--- config.mk ---
export PLATFORM = sky130hd
export DESIGN_NAME = seven_seg_scan_driver
export DESIGN_NICKNAME = d
export VERILOG_FILES = /design/src/rtl/seven_seg_scan_driver.sv
export SDC_FILE = /design/constraint.sdc
export NUM_CORES = 1
export LEC_CHECK = 0
export CORE_ASPECT_RATIO = 2
export CORE_MARGIN = 2
export CORE_UTILIZATION = 40
export DETAILED_ROUTE_END_ITERATION = 6
export GPL_TIMING_DRIVEN = 0
export PLACE_DENSITY = 0.67
export SYNTH_ARGS = -nofsm -noshare
export SYNTH_HDL_FRONTEND = slang
export SYNTH_SLANG_ARGS = --single-unit
--- constraint.sdc ---
create_clock -name clk -period 4.3 [get_ports clk]
set_input_delay 1.075 -clock clk [delete_from_list [all_inputs] [get_ports clk]]
set_output_delay 1.075 -clock clk [all_outputs]
set_load 0.1 [all_outputs]
--- src/rtl/seven_seg_scan_driver.sv ---
// Time-multiplexed N-digit seven-segment scan driver with frame-synchronous display update,
// leading-zero blanking, per-digit blink, decimal points and optional hex decode.
module seven_seg_scan_driver #(
   parameter int NUM_DIGITS   = 8,
   parameter int SCAN_DIV     = 100000,
   parameter int BLINK_FRAMES = 64,
   parameter bit HEX_MODE     = 1'b0
) (
   input  logic                    clk,
   input  logic                    rst_n,
   input  logic [4*NUM_DIGITS-1:0] data_in,
   input  logic [NUM_DIGITS-1:0]   dp_in,
   input  logic                    load,
   input  logic                    blank_lz,
   input  logic [NUM_DIGITS-1:0]   blink_en,
   output logic [7:0]              seg_out,
   output logic [NUM_DIGITS-1:0]   tub_sel,
   output logic                    frame_done
);

   localparam int PW = $clog2(SCAN_DIV);
   localparam int IW = $clog2(NUM_DIGITS);
   localparam int BW = (BLINK_FRAMES > 1) ? $clog2(BLINK_FRAMES) : 1;
   localparam logic [NUM_DIGITS-1:0] ONE_HOT0 = {{(NUM_DIGITS-1){1'b0}}, 1'b1};

   logic [PW-1:0]           prescaler;
   logic [IW-1:0]           idx;
   logic [4*NUM_DIGITS-1:0] pend_data, act_data;
   logic [NUM_DIGITS-1:0]   pend_dp, act_dp;
   logic [BW-1:0]           blink_cnt;
   logic                    blink_phase;
   logic                    tick, frame_wrap;
   logic [3:0]              nibbles [NUM_DIGITS];
   logic [NUM_DIGITS-1:0]   lz_zero;
   logic [NUM_DIGITS-1:0]   tub_nxt;
   logic [7:0]              seg_nxt;

   assign tick       = (prescaler == PW'(SCAN_DIV - 1));
   assign frame_wrap = tick && (idx == IW'(NUM_DIGITS - 1));

   function automatic logic [6:0] decode(input logic [3:0] code);
      logic [6:0] g;
      case (code)
         4'h0:    g = 7'b1111110;
         4'h1:    g = 7'b0110000;
         4'h2:    g = 7'b1101101;
         4'h3:    g = 7'b1111001;
         4'h4:    g = 7'b0110011;
         4'h5:    g = 7'b1011011;
         4'h6:    g = 7'b1011111;
         4'h7:    g = 7'b1110000;
         4'h8:    g = 7'b1111111;
         4'h9:    g = 7'b1111011;
         4'hA:    g = 7'b1110111;
         4'hB:    g = 7'b0011111;
         4'hC:    g = 7'b1001110;
         4'hD:    g = 7'b0111101;
         4'hE:    g = 7'b1001111;
         default: g = 7'b1000111;
      endcase
      if (!HEX_MODE && code > 4'h9) g = 7'b0000000;
      return g;
   endfunction

   for (genvar i = 0; i < NUM_DIGITS; i++) begin : g_nib
      assign nibbles[i] = act_data[4*i +: 4];
   end

   // lz_zero[i]: nibbles i..NUM_DIGITS-1 of the shown value are all zero
   always_comb begin
      logic run;
      run     = 1'b1;
      lz_zero = '0;
      for (int i = NUM_DIGITS - 1; i >= 0; i--) begin
         run        = run & (nibbles[i] == 4'h0);
         lz_zero[i] = run;
      end
   end

   // Next-cycle outputs; blanking on the tick cycle makes the first cycle of each slot dark.
   // NOTE: every combinational output gets a default first, so no path can infer a latch.
   always_comb begin
      tub_nxt = '0;
      seg_nxt = '0;
      if (!tick) begin
         tub_nxt = ONE_HOT0 << idx;
         if (!(blink_phase && blink_en[idx])) begin
            seg_nxt[0] = act_dp[idx];
            if (!(blank_lz && idx != '0 && lz_zero[idx]))
               seg_nxt[7:1] = decode(nibbles[idx]);
         end
      end
   end

   // NOTE: state uses non-blocking assignments so every register samples pre-edge values.
   always_ff @(posedge clk or negedge rst_n) begin
      if (!rst_n) begin
         prescaler   <= '0;
         idx         <= '0;
         pend_data   <= '0;
         pend_dp     <= '0;
         act_data    <= '0;
         act_dp      <= '0;
         blink_cnt   <= '0;
         blink_phase <= 1'b0;
         frame_done  <= 1'b0;
         seg_out     <= '0;
         tub_sel     <= '0;
      end else begin
         prescaler  <= tick ? '0 : prescaler + PW'(1);
         frame_done <= frame_wrap;
         seg_out    <= seg_nxt;
         tub_sel    <= tub_nxt;
         if (tick) idx <= (idx == IW'(NUM_DIGITS - 1)) ? '0 : idx + IW'(1);
         if (load) begin
            pend_data <= data_in;
            pend_dp   <= dp_in;
         end
         // A load coinciding with the wrap goes straight to the display.
         if (frame_wrap) begin
            act_data <= load ? data_in : pend_data;
            act_dp   <= load ? dp_in   : pend_dp;
            if (blink_cnt == BW'(BLINK_FRAMES - 1)) begin
               blink_cnt   <= '0;
               blink_phase <= ~blink_phase;
            end else begin
               blink_cnt <= blink_cnt + BW'(1);
            end
         end
      end
   end

endmodule

==> impl_metrics.tcl <==
set metrics [dict create \
    vdd_drop_max_v 0.000253 \
    antenna_left 0 \
    cts_tree "done" \
    max_clock_freq_mhz 299 \
    synth_edf_count 0 \
    worst_setup_path_start_kind "flip-flop" \
    proportion_of_synthesized_area_in_mux_cells_pct 23.3 \
    slew_at_the_pin_with_the_worst_max_slew_slack_ps 975 \
    hold_path.startpoint "prescaler[0]$_DFF_PN0_" \
    max_slew_margin_pct 34.8 \
    nets 552 \
    yosys.cell_count.top_type "sky130_fd_sc_hd__dfrtp_1" \
    grt_setup_unrepaired "false" \
    worstPathCellList "buf_2 -> buf_1 -> mux4_2 -> mux2i_1 -> ha_1 -> o21ai_2 -> a221o_1 -> a2111oi_1" \
    initial_core_util_pct 41.0 \
    timing.critical_path.to_type "flip-flop" \
    synthesis.instances 399 \
    area_of_the_mapped_netlist_um2 5510 \
    reg2reg_setup_slack_ps 950 \
    seq_area_frac_synth_pct 56.4 \
    path_clk_slew_ps 50 \
    drc_errors 0 \
    setup.worst_path.start "idx[1]$_DFFE_PN0N_" \
    power_leakage_nw 3.21 \
    grt_antenna_before_repair 0 \
    yosys_warning_count 0 \
    post-synth-top-area-fraction_pct 56.4 \
    floorplan.rows 60 \
    clockRootBuffer "sky130_fd_sc_hd__clkbuf_16" \
    synth_common_cells "sky130_fd_sc_hd__dfrtp_1 (124), sky130_fd_sc_hd__mux2_2 (71), sky130_fd_sc_hd__nor2_1 (20)" \
    power_density_over_cell_area_nw_per_um2 391 \
    tritoncts_num_sinks 124 \
    timing.critical_path.fanout_max 10 \
    cts_hold_buf 0 \
    buffer_ports.inserted 67 \
    first_global_vias 3758 \
    cap_viol_max_count 0 \
    wire_length_of_the_first_global_routing_pass_um 18500 \
    cp.buffers_inverters 2 \
    min_to "prescaler[0]$_DFF_PN0_" \
    detailed_place_hpwl_um 8460 \
    synth_adder_area_share_pct 3.18 \
    synth_xor_area_share_pct 3.02 \
    type_of_the_setup_path_with_the_least_slack "reg -> reg" \
    detailedRoute.firstPassIterationCount 4 \
    setup-violations-final 0 \
    grt_max_degree 71 \
    antennaDiodeCount 0 \
    count_of_boundary_i_o_pins 69 \
    power.total_w 0.00273 \
    report.final.hold_viol_count 0 \
    outcome "finished, final reports clean" \
    detail_route.wirelength_um 11400 \
    min_period_over_period_pct 77.8 \
    hold_crit_class "reg -> reg" \
    yosysUniqueCellTypes 47 \
    setup-tns-final_ps 0 \
    slowest_stage_cell_cp "sky130_fd_sc_hd__mux2i_1" \
    ys_async_sr_fraction_pct 100 \
    ctsLongestPathBuffers 2 \
    synth.avg_cell_area_um2 13.8 \
    grt-ovfl-total 0 \
    cts_buffers 17 \
    die_w_um 87.0 \
    synth_compound_gate_area_share_pct 3.39 \
    drt-wirelength-per-cell_um 17.4 \
    critPathTopFamily "multiplexers" \
    area_of_the_die_um2 14800 \
    finalWorstPathRequiredPeriod_ps 3350 \
    post_cts_resized 0 \
    synthesis.nets 465 \
    final.setup_skew_ps 10.2 \
    slew_violations 0 \
    timing.rr.end "seg_out[7]$_DFF_PN0_" \
    number_of_vias_per_cell 5.34 \
    largest_family_of_logic_cells_by_synthesized_area "multiplexers" \
    clock_latency_of_the_later_clocked_register_in_the_worst_skew_pair_ps 410 \
    vias 3485 \
    die_h_um 170 \
    post_synth_main_area_contributors "sky130_fd_sc_hd__dfrtp_1 (56%), sky130_fd_sc_hd__mux2_2 (15%), sky130_fd_sc_hd__mux4_2 (4.9%)" \
    overall_global_routing_resource_usage_pct 16.7 \
    htree_num_levels 4 \
    crit_reg_reg_startpoint "idx[1]$_DFFE_PN0N_" \
    global_placer_s_final_weighted_congestion 0.835 \
    drtIter0Drc 160 \
    crit_path_max_incr_delay_ps 490 \
    worstPathArrival_ps 3630 \
    synth.ff_latch_count 124 \
    commonest_register_cell_after_synthesis "sky130_fd_sc_hd__dfrtp_1" \
    worst_reg2reg_path_depth 8 \
    synthDominantAreaCellType "sky130_fd_sc_hd__dfrtp_1" \
    worst_hold_path_cells 1 \
    layout_overhead_on_the_synthesized_area_pct 26.7 \
    synth_simple_gate_area_share_pct 8.86 \
    cp.required_ps 4580 \
    cp.depth 8 \
    share_of_layout_cells_above_drive_strength_1_pct 26.1 \
    post-cts-setup-buffer-count 0 \
    area_of_the_core_um2 13400 \
]
[routing by layer]
layer  GRT usage, %  wire length (um)
met1           17.9              4360
met3           3.35               376
met2           30.2              6370
met4           8.22               274
met5              0                 0
[through the flow]
| step | area (um2) | hold slack, ps | setup WS, ps | utilization (%) | instances |
|---|---|---|---|---|---|
| global route | 6970 | 503 | 688 | 51.9 | 653 |
| floorplan | 5510 | 452 | 1470 | - | 399 |
| CTS | 6970 | 488 | 958 | 51.9 | 653 |
| finish | 6970 | 483 | 954 | 51.9 | 653 |
| detailed placement | 6400 | 475 | 973 | 47.6 | 622 |
| global placement | 6370 | 468 | -2430 | 47.4 | 621 |
[layout by cell type (no fill, tap or decap), types with 11 or more instances in the layout]
cell type                         count
sky130_fd_sc_hd__clkdlybuf4s50_1     66
sky130_fd_sc_hd__xnor2_1             11
sky130_fd_sc_hd__mux4_2              12
sky130_fd_sc_hd__dfrtp_1            124
sky130_fd_sc_hd__and3_1              14
sky130_fd_sc_hd__clkbuf_16           17
sky130_fd_sc_hd__nand2_1             17
sky130_fd_sc_hd__mux2_2              71
sky130_fd_sc_hd__ha_1                14
sky130_fd_sc_hd__nor2_1              20
[state kept, by name (all words and copies together) (netlist names)]
register and flops:
pend_data 32, prescaler 17, frame_done 1, blink_phase 1, act_dp 8, act_data 32, tub_sel 8, pend_dp 8
seg_out 8, blink_cnt 6, idx 3
[area by class of cell]
type,instances,area (um2)
buffer,16,76.3
clock buffer,20,457
clock inverter,11,119
fill,1105,6460
inverter,8,30.0
multi-input combinational,251,2300
sequential,124,3100
tap,155,194
timing repair buffer,68,699
[kinds of logic (layout without fill, tap and decap cells)]
logic type               Yosys count  count (layout)
AO/OA/AOI/OAI                     25              25
AND/OR/NAND/NOR                   92              92
buffers and inverters             24             123
flip-flops                       124             124
XOR/XNOR                          19              19
multiplexers                     101             101
adder cells (fa/ha/maj)           14              14
[where the power goes]
| group | internal (W) | leakage (nW) | total, W | switching, W |
|---|---|---|---|---|
| registers | 0.00121 | 1.59 | 0.00121 | 0.00000872 |
| clock network | 0.000876 | 0.274 | 0.00138 | 0.000500 |
| logic | 0.0000788 | 1.34 | 0.000138 | 0.0000593 |
[worst max-delay path by stage]
stage,to,slack (ps)
6_report,seg_out[7]$_DFF_PN0_,950
3_3_place_gp,pend_data[10]$_DFF_PN0_,-2430
4_1_cts,seg_out[7]$_DFF_PN0_,960
2_1_floorplan,seg_out[1]$_DFF_PN0_,1470
5_1_grt,seg_out[7]$_DFF_PN0_,690
3_5_place_dp,seg_out[1]$_DFF_PN0_,970
No activity file was read; power rests on OpenSTA's default activity.
